==> config.mk <==
export PLATFORM = sky130hd
export DESIGN_NAME = fetch_seq_ctrl
export DESIGN_NICKNAME = d
export VERILOG_FILES = /design/src/rtl/fetch_seq_ctrl_pkg.sv /design/src/rtl/fetch_seq_ctrl_sat_counter.sv /design/src/rtl/fetch_seq_ctrl.sv
export SDC_FILE = /design/constraint.sdc
export NUM_CORES = 1
export LEC_CHECK = 0
export ABC_CLOCK_PERIOD_IN_PS = 2870
export CELL_PAD_IN_SITES_DETAIL_PLACEMENT = 0
export CELL_PAD_IN_SITES_GLOBAL_PLACEMENT = 2
export CORE_ASPECT_RATIO = 1.75
export CORE_MARGIN = 4
export CORE_UTILIZATION = 29
export DETAILED_ROUTE_END_ITERATION = 16
export PLACE_DENSITY = 0.83
export SYNTH_ARGS = -nofsm -noshare
export SYNTH_HDL_FRONTEND = slang
export SYNTH_HIERARCHICAL = 1
export SYNTH_SLANG_ARGS = --single-unit
==> constraint.sdc <==
create_clock -name CLK -period 2.87 [get_ports CLK]
set_input_delay 0.861 -clock CLK [delete_from_list [all_inputs] [get_ports CLK]]
set_output_delay 0.861 -clock CLK [all_outputs]
set_load 0.01 [all_outputs]
==> src/rtl/fetch_seq_ctrl_pkg.sv <==
// Shared configuration for the IF->ID sequencing controller: state encodings,
// parameter defaults and the state-transition rule.
package fetch_seq_ctrl_pkg;

    localparam int NSTAGE_DEF = 3;
    localparam int CNT_W_DEF  = 16;

    typedef enum logic [1:0] {
        ST_RUN   = 2'd0,
        ST_HOLD  = 2'd1,
        ST_FLUSH = 2'd2
    } fsm_state_e;

    // A redirect beats everything; FLUSH always falls back to RUN after one cycle.
    function automatic fsm_state_e fsm_next(input fsm_state_e cur,
                                            input logic       redirect,
                                            input logic       stall_req);
        fsm_state_e nxt;
        nxt = ST_RUN;
        if (redirect) begin
            nxt = ST_FLUSH;
        end else begin
            case (cur)
                ST_RUN, ST_HOLD: nxt = stall_req ? ST_HOLD : ST_RUN;
                ST_FLUSH:        nxt = ST_RUN;
                default:         nxt = ST_RUN;
            endcase
        end
        return nxt;
    endfunction

endpackage

==> src/rtl/fetch_seq_ctrl_sat_counter.sv <==
// Saturating event counter used for the stall and flush statistics.
module sat_counter
    import fetch_seq_ctrl_pkg::*;
#(
    parameter int W = CNT_W_DEF
) (
    input  logic         CLK,
    input  logic         RESET,
    input  logic         INC,
    output logic [W-1:0] CNT
);

    logic [W-1:0] cnt_q;
    logic [W-1:0] cnt_d;

    // Next count: sticks at all ones instead of wrapping.
    always_comb begin
        cnt_d = cnt_q;
        if (INC && (cnt_q != {W{1'b1}})) begin
            cnt_d = cnt_q + W'(1);
        end else begin
            cnt_d = cnt_q;
        end
    end

    // Counter register.
    always_ff @(posedge CLK) begin
        if (!RESET) begin
            cnt_q <= '0;
        end else begin
            cnt_q <= cnt_d;
        end
    end

    assign CNT = cnt_q;

endmodule

==> src/rtl/fetch_seq_ctrl.sv <==
// Stall/flush sequencer for the pipeline registers between fetch and decode,
// with a valid-tracking shadow of the stages and saturating event counters.
module fetch_seq_ctrl
    import fetch_seq_ctrl_pkg::*;
#(
    parameter int NSTAGE = NSTAGE_DEF,
    parameter int CNT_W  = CNT_W_DEF
) (
    input  logic              CLK,
    input  logic              RESET,
    input  logic              ID_STALL_REQ,
    input  logic              ICACHE_MISS,
    input  logic              MISPREDICT,
    input  logic [31:0]       MISPREDICT_PC,
    output logic [NSTAGE-1:0] STAGE_STALL,
    output logic [NSTAGE-1:0] STAGE_BUBBLE,
    output logic              IF_STALL,
    output logic              IF_REDIRECT,
    output logic [31:0]       IF_REDIRECT_PC,
    output logic              ID_VALID,
    output logic [1:0]        STATE,
    output logic [CNT_W-1:0]  STALL_CNT,
    output logic [CNT_W-1:0]  FLUSH_CNT
);

    fsm_state_e        state_q;
    fsm_state_e        state_d;
    logic [NSTAGE-1:0] vld_q;
    logic [NSTAGE-1:0] vld_d;
    logic [31:0]       rpc_q;
    logic [31:0]       rpc_d;

    // Per-stage controls; stalls act in the same cycle the request arrives.
    always_comb begin
        STAGE_STALL  = '0;
        STAGE_BUBBLE = '0;
        IF_STALL     = 1'b0;
        IF_REDIRECT  = 1'b0;
        if (!RESET) begin
            STAGE_BUBBLE = '1;
            IF_STALL     = 1'b1;
        end else if (state_q == ST_FLUSH) begin
            STAGE_BUBBLE = '1;
            IF_REDIRECT  = 1'b1;
        end else if (ID_STALL_REQ) begin
            STAGE_STALL  = '1;
            IF_STALL     = 1'b1;
        end else begin
            STAGE_BUBBLE[0] = ICACHE_MISS;
        end
    end

    // Next state, redirect target and stage-valid shadow.
    // Everything younger than a mispredicting branch is wrong-path, so the
    // valid shadow is dropped on the mispredict edge as well as in FLUSH.
    always_comb begin
        state_d = fsm_next(state_q, MISPREDICT, ID_STALL_REQ);
        rpc_d   = MISPREDICT ? MISPREDICT_PC : rpc_q;
        vld_d   = vld_q;
        if ((state_q == ST_FLUSH) || MISPREDICT) begin
            vld_d = '0;
        end else if (ID_STALL_REQ) begin
            vld_d = vld_q;
        end else begin
            for (int i = NSTAGE - 1; i > 0; i--) begin
                vld_d[i] = vld_q[i-1];
            end
            vld_d[0] = ~ICACHE_MISS;
        end
    end

    // Sequencer state registers.
    always_ff @(posedge CLK) begin
        if (!RESET) begin
            state_q <= ST_RUN;
            vld_q   <= '0;
            rpc_q   <= 32'h0000_0000;
        end else begin
            state_q <= state_d;
            vld_q   <= vld_d;
            rpc_q   <= rpc_d;
        end
    end

    assign STATE          = state_q;
    assign IF_REDIRECT_PC = rpc_q;
    assign ID_VALID       = RESET & vld_q[NSTAGE-1];

    sat_counter #(.W(CNT_W)) u_stall_cnt (
        .CLK   (CLK),
        .RESET (RESET),
        .INC   (|STAGE_STALL),
        .CNT   (STALL_CNT)
    );

    sat_counter #(.W(CNT_W)) u_flush_cnt (
        .CLK   (CLK),
        .RESET (RESET),
        .INC   (RESET & MISPREDICT),
        .CNT   (FLUSH_CNT)
    );

endmodule

==> flow_summary_export.csv <==
group,metric,value,unit
finish,finish.net_count,482,
clock_network,holdBufCountCts,0,
floorplan,row_count,50,
sta,clock_skew,5.28,ps
floorplan,dieWidth,87.3,µm
routing,dr_wl_met2,4.83,mm
sta,final.period_utilization,0.990,
setup_path,r2r_setup_slack,920,ps
pwr,peakVddDrop,0.309,mV
clock_network,clkSlewWorstSetupHoldPaths,60,ps
sta,maxSlewViolCount,0,
setup_path,cp_cell_sequence,"dlygate4sd2_1 -> and3_4 -> clkdlybuf4s50_1",
routing,route.final.wire_length,9.05,mm
sta,period_minus_slack,2840,ps
sta,setup_viol,0,
floorplan,io_pins,112,
setup_path,critPathMaxStageDelay,540,ps
yosys,cells_taking_the_most_area_after_synthesis,"sky130_fd_sc_hd__dfxtp_1 43%, sky130_fd_sc_hd__mux2i_1 13%, sky130_fd_sc_hd__nor2b_1 6.5%",
routing,met1_wl,3.61,mm
routing,met3WireLength,421,µm
sta,max_freq,0.352,GHz
yosys,syn_area_per_cell,9.79,µm²
pwr,powerDensity,520,nW/µm²
finish,design_area,4730,µm²
placed_design,place_area,4400,µm²
clock_network,h_tree_depth_reported_by_cts,3,
global_route,grt_pass1_vias,2808,
yosys,yosys_warnings,6,
routing,dr_total_vias,2846,
setup_path,worstPathRequired,2010,ps
finish,multi_input_combinational_cell_area,1650,µm²
yosys,post_synth_net_total,365,
yosys,synth_top_area_frac,0.433,
placed_design,port_buffers,111,
floorplan,floorplan.initialDensity,0.297,
clock_network,cts_setup_buffers,0,
yosys,ys_ff_latch,69,
placed_design,dp_hpwl,6.77,mm
clock_network,tritoncts_clock_tree,"done",
yosys,synth_ff_type,"sky130_fd_sc_hd__dfxtp_1",
setup_path,critPathCaptureType,"primary output",
routing,detail-route-antenna-nets,0,
global_route,global_route.usage.total,0.146,
clock_network,clock_insertion_delay_worst_skew,330,ps
setup_path,critical_path_arrival,1980,ps
yosys,yosys.cell_count.top_type,"sky130_fd_sc_hd__dfxtp_1",
hold_path,worst_hold_path_type,"reg2reg",
finish,final.fill_count,1050,
setup_path,crit_type,"in2out",
global_route,grt_start_max_net_pins,35,
yosys,synth-edff-count,0,
floorplan,area_of_the_die,12800,µm²
finish,post_route_cells_drive_above_1_share,0.0826,
floorplan,fp.dieH,147,µm
yosys,synthDominantAreaCellType,"sky130_fd_sc_hd__dfxtp_1",
global_route,grt_antenna_before_repair,1,
yosys,synth.yosys.seq_area_share,0.433,
clock_network,clock-root-buffer,"sky130_fd_sc_hd__clkbuf_16",
yosys,synth_cell_type_count,40,
flow_run,cap_viol_max_count,0,
routing,detailed_route_vias_per_instance,4.92,
finish,seq_area,1380,µm²
sta,final_hold_viol_count,0,
global_route,grt_pass1_wl,14.6,mm
setup_path,cp-start-kind,"input pin",
finish,area_delta_synth_final,48.2,%
pwr,cellLeakagePower,1.74,nW
yosys,synthesis.instances,326,
run_status,run_status,"finished clean",
floorplan,coreArea,10800,µm²
clock_network,cts_inserted_buffers,9,
setup_path,timing.critical_path.slowest_stage_cell,"sky130_fd_sc_hd__clkdlybuf4s50_1",
routing,dr.max_layer_used,"met4",
sta,worst_rel_slew_slack,0.522,
sta,rsz0062_at_grt,"no",
yosys,synth.cells.most_frequent,"69 x sky130_fd_sc_hd__dfxtp_1, 40 x sky130_fd_sc_hd__mux2i_1, 33 x sky130_fd_sc_hd__nor2b_1",
routing,routedWlPerCell,15.6,µm
clock_network,tritoncts_num_sinks,69,
setup_path,critical_path_peak_fanout,4,
yosys,asyncSetResetFlopFracSynth,0,
clock_network,cts_max_path_buffers,2,
yosys,synthesis.area,3190,µm²
placed_design,routability_cong,0.765,
routing,initialDrtViolationCount,76,
routing,post-route-drc-count,0,
routing,dr.pass1.iters,4,
sta,worst_pin_slew,708,ps
global_route,globalRouteOverflowTotal,0,
sta,holdWs,469,ps
[worst max-delay path: cells and delay by family]
kind,cells,cell delay (ps)
buffers and inverters,2,860
AND/OR/NAND/NOR,1,250
[final timing paths]
check / start / to / cells after the start
setup / recovery: ID_STALL_REQ / STAGE_STALL[0] / 3
hold / removal: STATE[1] / STATE[0] / 1
setup reg to reg: STATE[0] / u_stall_cnt/CNT[13] / 6
hold reg to reg: STATE[1] / STATE[0] / 1
[flip-flops by register name, summed over array words and instances (netlist names)]
name,count
IF_REDIRECT_PC,32
vld_q,3
STATE,2
u_stall_cnt/CNT,16
u_flush_cnt/CNT,16
[cells by family after synthesis]
group / share of synthesized area
and+or+nand+nor: 0.283
DFF: 0.433
AOI/OAI and AO/OA: 0.0878
muxes: 0.125
buffers and inverters: 0.0521
xor gates and xnor gates: 0.0110
adders and majority gates: 0.00784
[cell usage in the layout, fill, tap and decap left out, types with 4 or more instances in the layout]
cell,instances
sky130_fd_sc_hd__nor2_1,10
sky130_fd_sc_hd__nand3_1,13
sky130_fd_sc_hd__dfxtp_1,69
sky130_fd_sc_hd__nor3_1,7
sky130_fd_sc_hd__nor4_1,6
sky130_fd_sc_hd__or3_1,4
sky130_fd_sc_hd__nor2b_1,33
sky130_fd_sc_hd__o31ai_1,10
sky130_fd_sc_hd__or4_1,10
sky130_fd_sc_hd__and2_1,4
sky130_fd_sc_hd__clkbuf_16,9
sky130_fd_sc_hd__clkdlybuf4s50_1,106
sky130_fd_sc_hd__nand4_1,6
sky130_fd_sc_hd__inv_1,9
sky130_fd_sc_hd__nand2_1,21
sky130_fd_sc_hd__o21ai_0,9
sky130_fd_sc_hd__nand2b_1,6
sky130_fd_sc_hd__mux2i_1,40
sky130_fd_sc_hd__and4_1,6
sky130_fd_sc_hd__a21oi_1,18
sky130_fd_sc_hd__buf_4,10
[power by group]
| part | internal [W] | switching, W | total [W] |
|---|---|---|---|
| registers | 0.000989 | 0.0000179 | 0.00101 |
| logic | 0.000151 | 0.000103 | 0.000253 |
| clock network | 0.000765 | 0.000433 | 0.00120 |
[routing by layer]
layer	up-vias	GRT usage
li1	1419	-
met1	1339	0.164
met2	77	0.253
met3	11	0.0376
met4	0	0.0622
met5	-	0
[timing repair]
item | CTS | global route
resized for setup | 3 | 1
endpoints found under the setup margin | 5 | 1
endpoints found under the hold margin | 0 | 0
[through the flow]
stage | total power (W) | setup WS [ps] | util | instances | TNS [ps]
after floorplan | 0.00114 | 493 | - | 326 | 0
after global routing | 0.00256 | 2.64 | 0.440 | 579 | 0
final | 0.00246 | 28.5 | 0.440 | 579 | 0
after CTS | 0.00250 | 0.926 | 0.439 | 578 | 0
after global placement | 0.00128 | -226 | 0.409 | 562 | -1080
after detailed placement | 0.00129 | -262 | 0.409 | 562 | -1210
[cell type report]
cell class / instances / share of cell area
Inverter: 9 / 0.00714
Timing Repair Buffer: 121 / 0.249
Clock buffer: 9 / 0.0476
Tap cell: 130 / 0.0344
Sequential cell: 69 / 0.292
Clock inverter: 7 / 0.0209
Antenna cell: 1 / 0.000529
Multi-Input combinational cell: 233 / 0.349
No activity file was read; power rests on OpenSTA's default activity.
